File: src/rtl/fir_ctrl_pkg.sv
// fir_ctrl_pkg: shared definitions for the FIR sequencer.
//   state_t          - sequencer FSM encoding (IDLE=0, ISSUE=1, WAIT=2, HOLD=3)
//   *_DEF constants  - default sample/result/counter widths and WAIT timeout
package fir_ctrl_pkg;

  localparam int INPUT_WIDTH_DEF    = 16;
  localparam int OUTPUT_WIDTH_DEF   = 38;
  localparam int COUNT_WIDTH_DEF    = 18;
  localparam int TIMEOUT_CYCLES_DEF = 64;

  typedef enum logic [1:0] {
    IDLE  = 2'd0,
    ISSUE = 2'd1,
    WAIT  = 2'd2,
    HOLD  = 2'd3
  } state_t;

endpackage

File: src/rtl/fir_seq_ctrl_if.sv
// fir_seq_ctrl_if: generic valid/ready stream carrying W-bit data.
//   valid, data - driven by the producer (master)
//   ready       - driven by the consumer (slave)
interface fir_seq_ctrl_if
  import fir_ctrl_pkg::*;
#(
  parameter int W = INPUT_WIDTH_DEF
) ();
  logic         valid;
  logic         ready;
  logic [W-1:0] data;

  modport master (output valid, output data, input ready);
  modport slave  (input valid, input data, output ready);
endinterface

File: src/rtl/fir_done_watch.sv
// fir_done_watch: edge detector on FILTER.Done plus optional WAIT watchdog.
//   clk, rst  - clock, synchronous active-low reset
//   fir_done  - FILTER.Done
//   in_wait   - sequencer is in WAIT this cycle
//   done_rise - fir_done high now and low last cycle
//   expired   - current cycle is the TIMEOUT_CYCLES-th WAIT cycle
// Build option: FIR_TIMEOUT_EN enables the watchdog; otherwise expired is 0
// and no counter exists.
module fir_done_watch
  import fir_ctrl_pkg::*;
#(
  parameter int TIMEOUT_CYCLES = TIMEOUT_CYCLES_DEF
) (
  input  logic clk,
  input  logic rst,
  input  logic fir_done,
  input  logic in_wait,
  output logic done_rise,
  output logic expired
);

  logic done_q;

  // Sampled in every state so a Done already high on WAIT entry is not an edge.
  always_ff @(posedge clk) begin
    if (!rst) done_q <= 1'b0;
    else      done_q <= fir_done;
  end

  assign done_rise = fir_done & ~done_q;

`ifdef FIR_TIMEOUT_EN
  localparam int CW = (TIMEOUT_CYCLES > 1) ? $clog2(TIMEOUT_CYCLES) : 1;

  logic [CW-1:0] wait_cnt;

  // Held at zero outside WAIT, so it restarts on every WAIT entry.
  always_ff @(posedge clk) begin
    if (!rst || !in_wait) wait_cnt <= '0;
    else                  wait_cnt <= wait_cnt + 1'b1;
  end

  assign expired = in_wait && (wait_cnt == CW'(TIMEOUT_CYCLES - 1));
`else
  logic unused_in_wait;
  localparam int unused_timeout = TIMEOUT_CYCLES;

  assign unused_in_wait = in_wait;
  assign expired        = 1'b0;
`endif

endmodule

File: src/rtl/fir_seq_ctrl.sv
// fir_seq_ctrl: one-sample-in-flight sequencer between a sample stream and
// the FILTER FIR datapath. Accepts a sample, strobes fir_ready for one cycle,
// waits for a rising edge on fir_done, then holds the captured result on the
// result stream until consumed.
//   clk, rst    - clock, synchronous active-low reset
//   s_if        - sample stream in (slave): valid/ready/data[INPUT_WIDTH]
//   m_if        - result stream out (master): valid/ready/data[OUTPUT_WIDTH]
//   fir_ready   - start strobe to FILTER
//   fir_input   - sample presented to FILTER, held until the next accept
//   fir_output  - FILTER result
//   fir_done    - FILTER completion flag
//   busy        - any state other than IDLE
//   sample_cnt  - consumed results, wraps
//   timeout_err - sticky WAIT abort flag
// Build option: FIR_TIMEOUT_EN aborts WAIT after TIMEOUT_CYCLES cycles
// without a Done edge; without it timeout_err is tied low.
module fir_seq_ctrl
  import fir_ctrl_pkg::*;
#(
  parameter int INPUT_WIDTH    = INPUT_WIDTH_DEF,
  parameter int OUTPUT_WIDTH   = OUTPUT_WIDTH_DEF,
  parameter int COUNT_WIDTH    = COUNT_WIDTH_DEF,
  parameter int TIMEOUT_CYCLES = TIMEOUT_CYCLES_DEF
) (
  input  logic                    clk,
  input  logic                    rst,
  fir_seq_ctrl_if.slave           s_if,
  fir_seq_ctrl_if.master          m_if,
  output logic                    fir_ready,
  output logic [INPUT_WIDTH-1:0]  fir_input,
  input  logic [OUTPUT_WIDTH-1:0] fir_output,
  input  logic                    fir_done,
  output logic                    busy,
  output logic [COUNT_WIDTH-1:0]  sample_cnt,
  output logic                    timeout_err
);

  state_t                  state, state_nxt;
  logic                    s_ready;
  logic                    accept, capture, consume, abort;
  logic                    done_rise, expired;
  logic                    m_valid;
  logic [OUTPUT_WIDTH-1:0] m_data;

  fir_done_watch #(.TIMEOUT_CYCLES(TIMEOUT_CYCLES)) u_watch (
    .clk       (clk),
    .rst       (rst),
    .fir_done  (fir_done),
    .in_wait   (state == WAIT),
    .done_rise (done_rise),
    .expired   (expired)
  );

  always_ff @(posedge clk) begin
    if (!rst) state <= IDLE;
    else      state <= state_nxt;
  end

  always_comb begin
    state_nxt = state;
    s_ready   = 1'b0;
    fir_ready = 1'b0;
    accept    = 1'b0;
    capture   = 1'b0;
    consume   = 1'b0;
    abort     = 1'b0;
    unique case (state)
      IDLE: begin
        s_ready = 1'b1;
        if (s_if.valid) begin
          accept    = 1'b1;
          state_nxt = ISSUE;
        end
      end
      ISSUE: begin
        fir_ready = 1'b1;
        state_nxt = WAIT;
      end
      WAIT: begin
        // A Done edge on the expiry cycle still delivers the result.
        if (done_rise) begin
          capture   = 1'b1;
          state_nxt = HOLD;
        end else if (expired) begin
          abort     = 1'b1;
          state_nxt = IDLE;
        end
      end
      HOLD: begin
        if (m_valid && m_if.ready) begin
          consume   = 1'b1;
          state_nxt = IDLE;
        end
      end
      default: state_nxt = IDLE;
    endcase
  end

  always_ff @(posedge clk) begin
    if (!rst) begin
      fir_input  <= '0;
      m_data     <= '0;
      m_valid    <= 1'b0;
      sample_cnt <= '0;
    end else begin
      if (accept)  fir_input <= s_if.data;
      if (capture) begin
        m_data  <= fir_output;
        m_valid <= 1'b1;
      end
      if (consume) begin
        m_valid    <= 1'b0;
        sample_cnt <= sample_cnt + 1'b1;
      end
    end
  end

`ifdef FIR_TIMEOUT_EN
  always_ff @(posedge clk) begin
    if (!rst)       timeout_err <= 1'b0;
    else if (abort) timeout_err <= 1'b1;
  end
`else
  logic unused_abort;
  assign unused_abort = abort;
  assign timeout_err  = 1'b0;
`endif

  assign s_if.ready = s_ready;
  assign m_if.valid = m_valid;
  assign m_if.data  = m_data;
  assign busy       = (state != IDLE);

endmodule

File: src/flat_wrapper.sv
// flat-port wrapper written by rule: the top's interface ports become plain ports
module fir_seq_ctrl_flat import fir_ctrl_pkg::*;
#(
  parameter int INPUT_WIDTH    = INPUT_WIDTH_DEF,
  parameter int OUTPUT_WIDTH   = OUTPUT_WIDTH_DEF,
  parameter int COUNT_WIDTH    = COUNT_WIDTH_DEF,
  parameter int TIMEOUT_CYCLES = TIMEOUT_CYCLES_DEF
)
  (clk, rst, fir_ready, fir_input, fir_output, fir_done, busy, sample_cnt, timeout_err, s_if_valid, s_if_data, s_if_ready, m_if_valid, m_if_data, m_if_ready);
  fir_seq_ctrl_if #(.W((16))) s_if_i ();
  fir_seq_ctrl_if #(.W((38))) m_if_i ();
  input  logic clk;
  input  logic rst;
  output logic fir_ready;
  output logic [INPUT_WIDTH-1:0] fir_input;
  input  logic [OUTPUT_WIDTH-1:0] fir_output;
  input  logic fir_done;
  output logic busy;
  output logic [COUNT_WIDTH-1:0] sample_cnt;
  output logic timeout_err;
  input wire logic [$bits(s_if_i.valid)-1:0] s_if_valid;
  input wire logic [$bits(s_if_i.data)-1:0] s_if_data;
  output wire logic [$bits(s_if_i.ready)-1:0] s_if_ready;
  output wire logic [$bits(m_if_i.valid)-1:0] m_if_valid;
  output wire logic [$bits(m_if_i.data)-1:0] m_if_data;
  input wire logic [$bits(m_if_i.ready)-1:0] m_if_ready;
  assign s_if_i.valid = s_if_valid;
  assign s_if_i.data = s_if_data;
  assign s_if_ready = s_if_i.ready;
  assign m_if_valid = m_if_i.valid;
  assign m_if_data = m_if_i.data;
  assign m_if_i.ready = m_if_ready;
  fir_seq_ctrl #(.INPUT_WIDTH(INPUT_WIDTH), .OUTPUT_WIDTH(OUTPUT_WIDTH), .COUNT_WIDTH(COUNT_WIDTH), .TIMEOUT_CYCLES(TIMEOUT_CYCLES)) u_core (.clk(clk), .rst(rst), .s_if(s_if_i), .m_if(m_if_i), .fir_ready(fir_ready), .fir_input(fir_input), .fir_output(fir_output), .fir_done(fir_done), .busy(busy), .sample_cnt(sample_cnt), .timeout_err(timeout_err));
endmodule
File: config.mk
export PLATFORM = sky130hd
export DESIGN_NAME = fir_seq_ctrl_flat
export DESIGN_NICKNAME = d
export VERILOG_FILES = /design/src/rtl/fir_ctrl_pkg.sv /design/src/rtl/fir_seq_ctrl_if.sv /design/src/rtl/fir_done_watch.sv /design/src/rtl/fir_seq_ctrl.sv /design/src/flat_wrapper.sv
export SDC_FILE = /design/constraint.sdc
export NUM_CORES = 1
export LEC_CHECK = 0
export CORE_MARGIN = 1.5
export CORE_UTILIZATION = 28
export DETAILED_ROUTE_END_ITERATION = 6
export HOLD_SLACK_MARGIN = 0.06
export PLACE_DENSITY = 0.61
export SYNTH_ARGS = -nofsm -noshare
export SYNTH_HDL_FRONTEND = slang
export SYNTH_SLANG_ARGS = --single-unit
export TNS_END_PERCENT = 100
File: constraint.sdc
create_clock -name clk -period 2.21 [get_ports clk]
set_input_delay 0.3315 -clock clk [delete_from_list [all_inputs] [get_ports clk]]
set_output_delay 0.3315 -clock clk [all_outputs]
set_load 0.02 [all_outputs]
==> results.tsv <==
metric	value	unit
hpwl	5860	um
async_flop_share	0	%
synth_cell_types	38	
fmax	502	MHz
cts_sinks	76	
nets	556	
die-width	105	um
required	1880	ps
dieHeight	105	um
setup_viol	0	
drive_gt1_share	6.65	%
highest_layer	met4	
ant_nets	0	
clockBufferDepth	2	
synth-simple-area-share	24.7	%
grt_pass1_wl	13000	um
totalWireLength	8190	um
vdd_drop_max	0.000293	V
end_kind	primary output	
design.portCount	136	
synthMuxAreaShare	0.683	%
dr.pass1.iters	4	
status	completed	
start_util	28.7	%
gp_congestion	0.762	
maxCapViolCount	0	
grt_pass1_vias	2738	
grt_util_all_layers	14.6	%
arrival	1660	ps
pwr-share-seq	42.5	%
area_delta_synth_final	59.4	%
drc_errors	0	
timing.hold.ws	456	ps
numPortBuffers	134	
row_count	37	
p_sw_share	30.8	%
fin_util	45.7	%
cts_buffers	9	
synth_edf_count	0	
yosys.area.top_type	dfxtp_1	
holdCritPathClass	register to register	
cts_tree	built	
period_share	90.2	%
hold_violations	0	
synth.avg_cell_area	8.19	um2
synthXorXnorAreaFrac	3.28	%
avgRoutedWirePerCell	13.0	um
post_cts_buffers	0	
clkTransAtPathRegs	70	ps
grt_max_degree	39	
design.core.area	10200	um2
synth_area	2930	um2
ys_warn_count	0	
cts_resized	0	
grt_remaining_overflow	0	
yosysTopAreaCellShare	51.9	%
finClkSkew	9.05	ps
relSlewSlack	50.5	%
synth_top_family_by_area	simple AND/OR/NAND/NOR gates	
synth_compound_area_share	12.8	%
crit_type	register to primary output	
p_comb_share	27.5	%
wl_met1	3600	um
cts_root_buf	clkbuf_8	
ys_seq_area_share	51.9	%
internal_power	2530	uW
power.density	781	nW/um2
yosys-top-cells-area	dfxtp_1 (52%), nand2_1 (15%), a21oi_1 (10%)	
antenna_found_initial	0	
critPathMaxFanout	4	
diodes	0	
synth-seq-cells	76	
cts_hold_buf	0	
dr.first_iter.drc_count	114	
met2_length	3900	um
insertion_delay	340	ps
slew_viol_final	0	
finalCriticalPeriod	1990	ps
dieArea	11100	um2
synth_flop_cell	dfxtp_1	
pwr-share-clk	30.0	%
rsz0062_at_grt	false	
worst_setup_path_start_kind	register	
synthAdderAreaFrac	2.56	%
vias_per_cell	4.52	
vias	2857	
route.met3.wl	535	um
worstMarginPinSlew	743	ps
setup_tns	0	ps
synth_cells	358	
htreeDepth	3	
p_sw	1120	uW
p_leak	0.00166	uW
syn_nets	423	
-- power groups by stage --
stage | logic (uW) | registers, uW | clock network, uW
6_report | 1000 | 1550 | 1100
5_1_grt | 1100 | 1570 | 1200
4_1_cts | 1030 | 1550 | 1140
3_5_place_dp | 1030 | 1580 | 0
3_3_place_gp | 1010 | 1580 | 0
2_1_floorplan | 416 | 1690 | 0
-- critical path, stage by stage, from the launching register on --
cell             delay [ps]
dfxtp_1                 340
inv_1                   110
ha_1                    230
clkdlybuf4s50_1         650
-- synth_stat cells (3+ instances only) --
cell type / number
a21oi_1: 60
buf_1: 4
clkbuf_1: 14
dfxtp_1: 76
ha_1: 6
inv_1: 11
nand2_1: 116
nand3_1: 5
nand4_1: 3
nor2_1: 19
nor4_1: 3
xnor2_1: 5
xor2_1: 6
-- per-stage QoR --
stage                     total power [uW]  area [um2]  setup WS [ps]  instances
after floorplan                       2110        2930            393        358
after global placement                2580        4460            328        616
after detailed placement              2610        4460            230        616
after CTS                             3720        4670           52.4        632
after global routing                  3870        4670            109        632
final                                 3650        4670            217        632
-- cells in the final DEF, fill, tap and decap left out, types with 2 or more instances in the layout --
| cell | n |
|---|---|
| dfxtp_1 | 76 |
| clkdlybuf4s50_1 | 133 |
| clkbuf_8 | 11 |
| buf_12 | 3 |
| a31o_2 | 2 |
| inv_1 | 10 |
| nand3_1 | 5 |
| nor2_1 | 18 |
| xnor2_1 | 5 |
| nand2_1 | 116 |
| xor2_1 | 6 |
| ha_1 | 6 |
| buf_4 | 4 |
| clkinvlp_4 | 2 |
| mux2i_1 | 2 |
| nand4_4 | 2 |
| nor4_1 | 3 |
| a21oi_1 | 60 |
| nor3_1 | 2 |
| nand4_1 | 3 |
| and2_1 | 2 |
-- layout make-up --
cell class | instances | area [um2]
fillers | 1003 | 5560
clock buffers | 11 | 151
clock inverters | 5 | 58.8
inverters | 11 | 41.3
flip-flops and latches | 76 | 1520
repair buffers | 141 | 1430
well taps | 136 | 170
multi-input cells | 252 | 1300
-- final timing paths --
path | start | endpoint | slack (ps) | depth (start not counted)
hold reg to reg | u_core.fir_input[9]$_SDFFE_PN0P_ | u_core.fir_input[9]$_SDFFE_PN0P_ | 460 | 2
setup reg to reg | u_core.sample_cnt[4]$_SDFFE_PN0P_ | u_core.sample_cnt[17]$_SDFFE_PN0P_ | 400 | 4
hold / removal | u_core.fir_input[9]$_SDFFE_PN0P_ | u_core.fir_input[9]$_SDFFE_PN0P_ | 460 | 2
setup / recovery | u_core.state[0]$_SDFFE_PN0P_ | s_if_ready | 220 | 3
-- metal layers --
| layer | global-route usage (%) | vias up |
|---|---|---|
| met3 | 4.14 | 15 |
| met1 | 17.1 | 1309 |
| met5 | 0 | - |
| li1 | - | 1440 |
| met2 | 25.1 | 93 |
| met4 | 5.97 | 0 |
-- cells by family (layout without fill, tap and decap cells) --
| logic type | after synthesis | count (layout) |
|---|---|---|
| and+or+nand+nor | 163 | 163 |
| DFF | 76 | 76 |
| buffers and inverters | 30 | 168 |
| other | 1 | 1 |
| adders and majority gates | 6 | 6 |
| xor gates and xnor gates | 11 | 11 |
| muxes | 2 | 2 |
| AOI/OAI and AO/OA | 69 | 69 |
-- registers in the layout, indices dropped and copies added (netlist names) --
name	flops
u_core.sample_cnt	18
u_core.state	2
u_core.u_watch.done_q	1
u_core.m_if.data	38
u_core.fir_input	16
u_core.m_if.valid	1
Note: power is estimated with default switching activity, not from simulation.
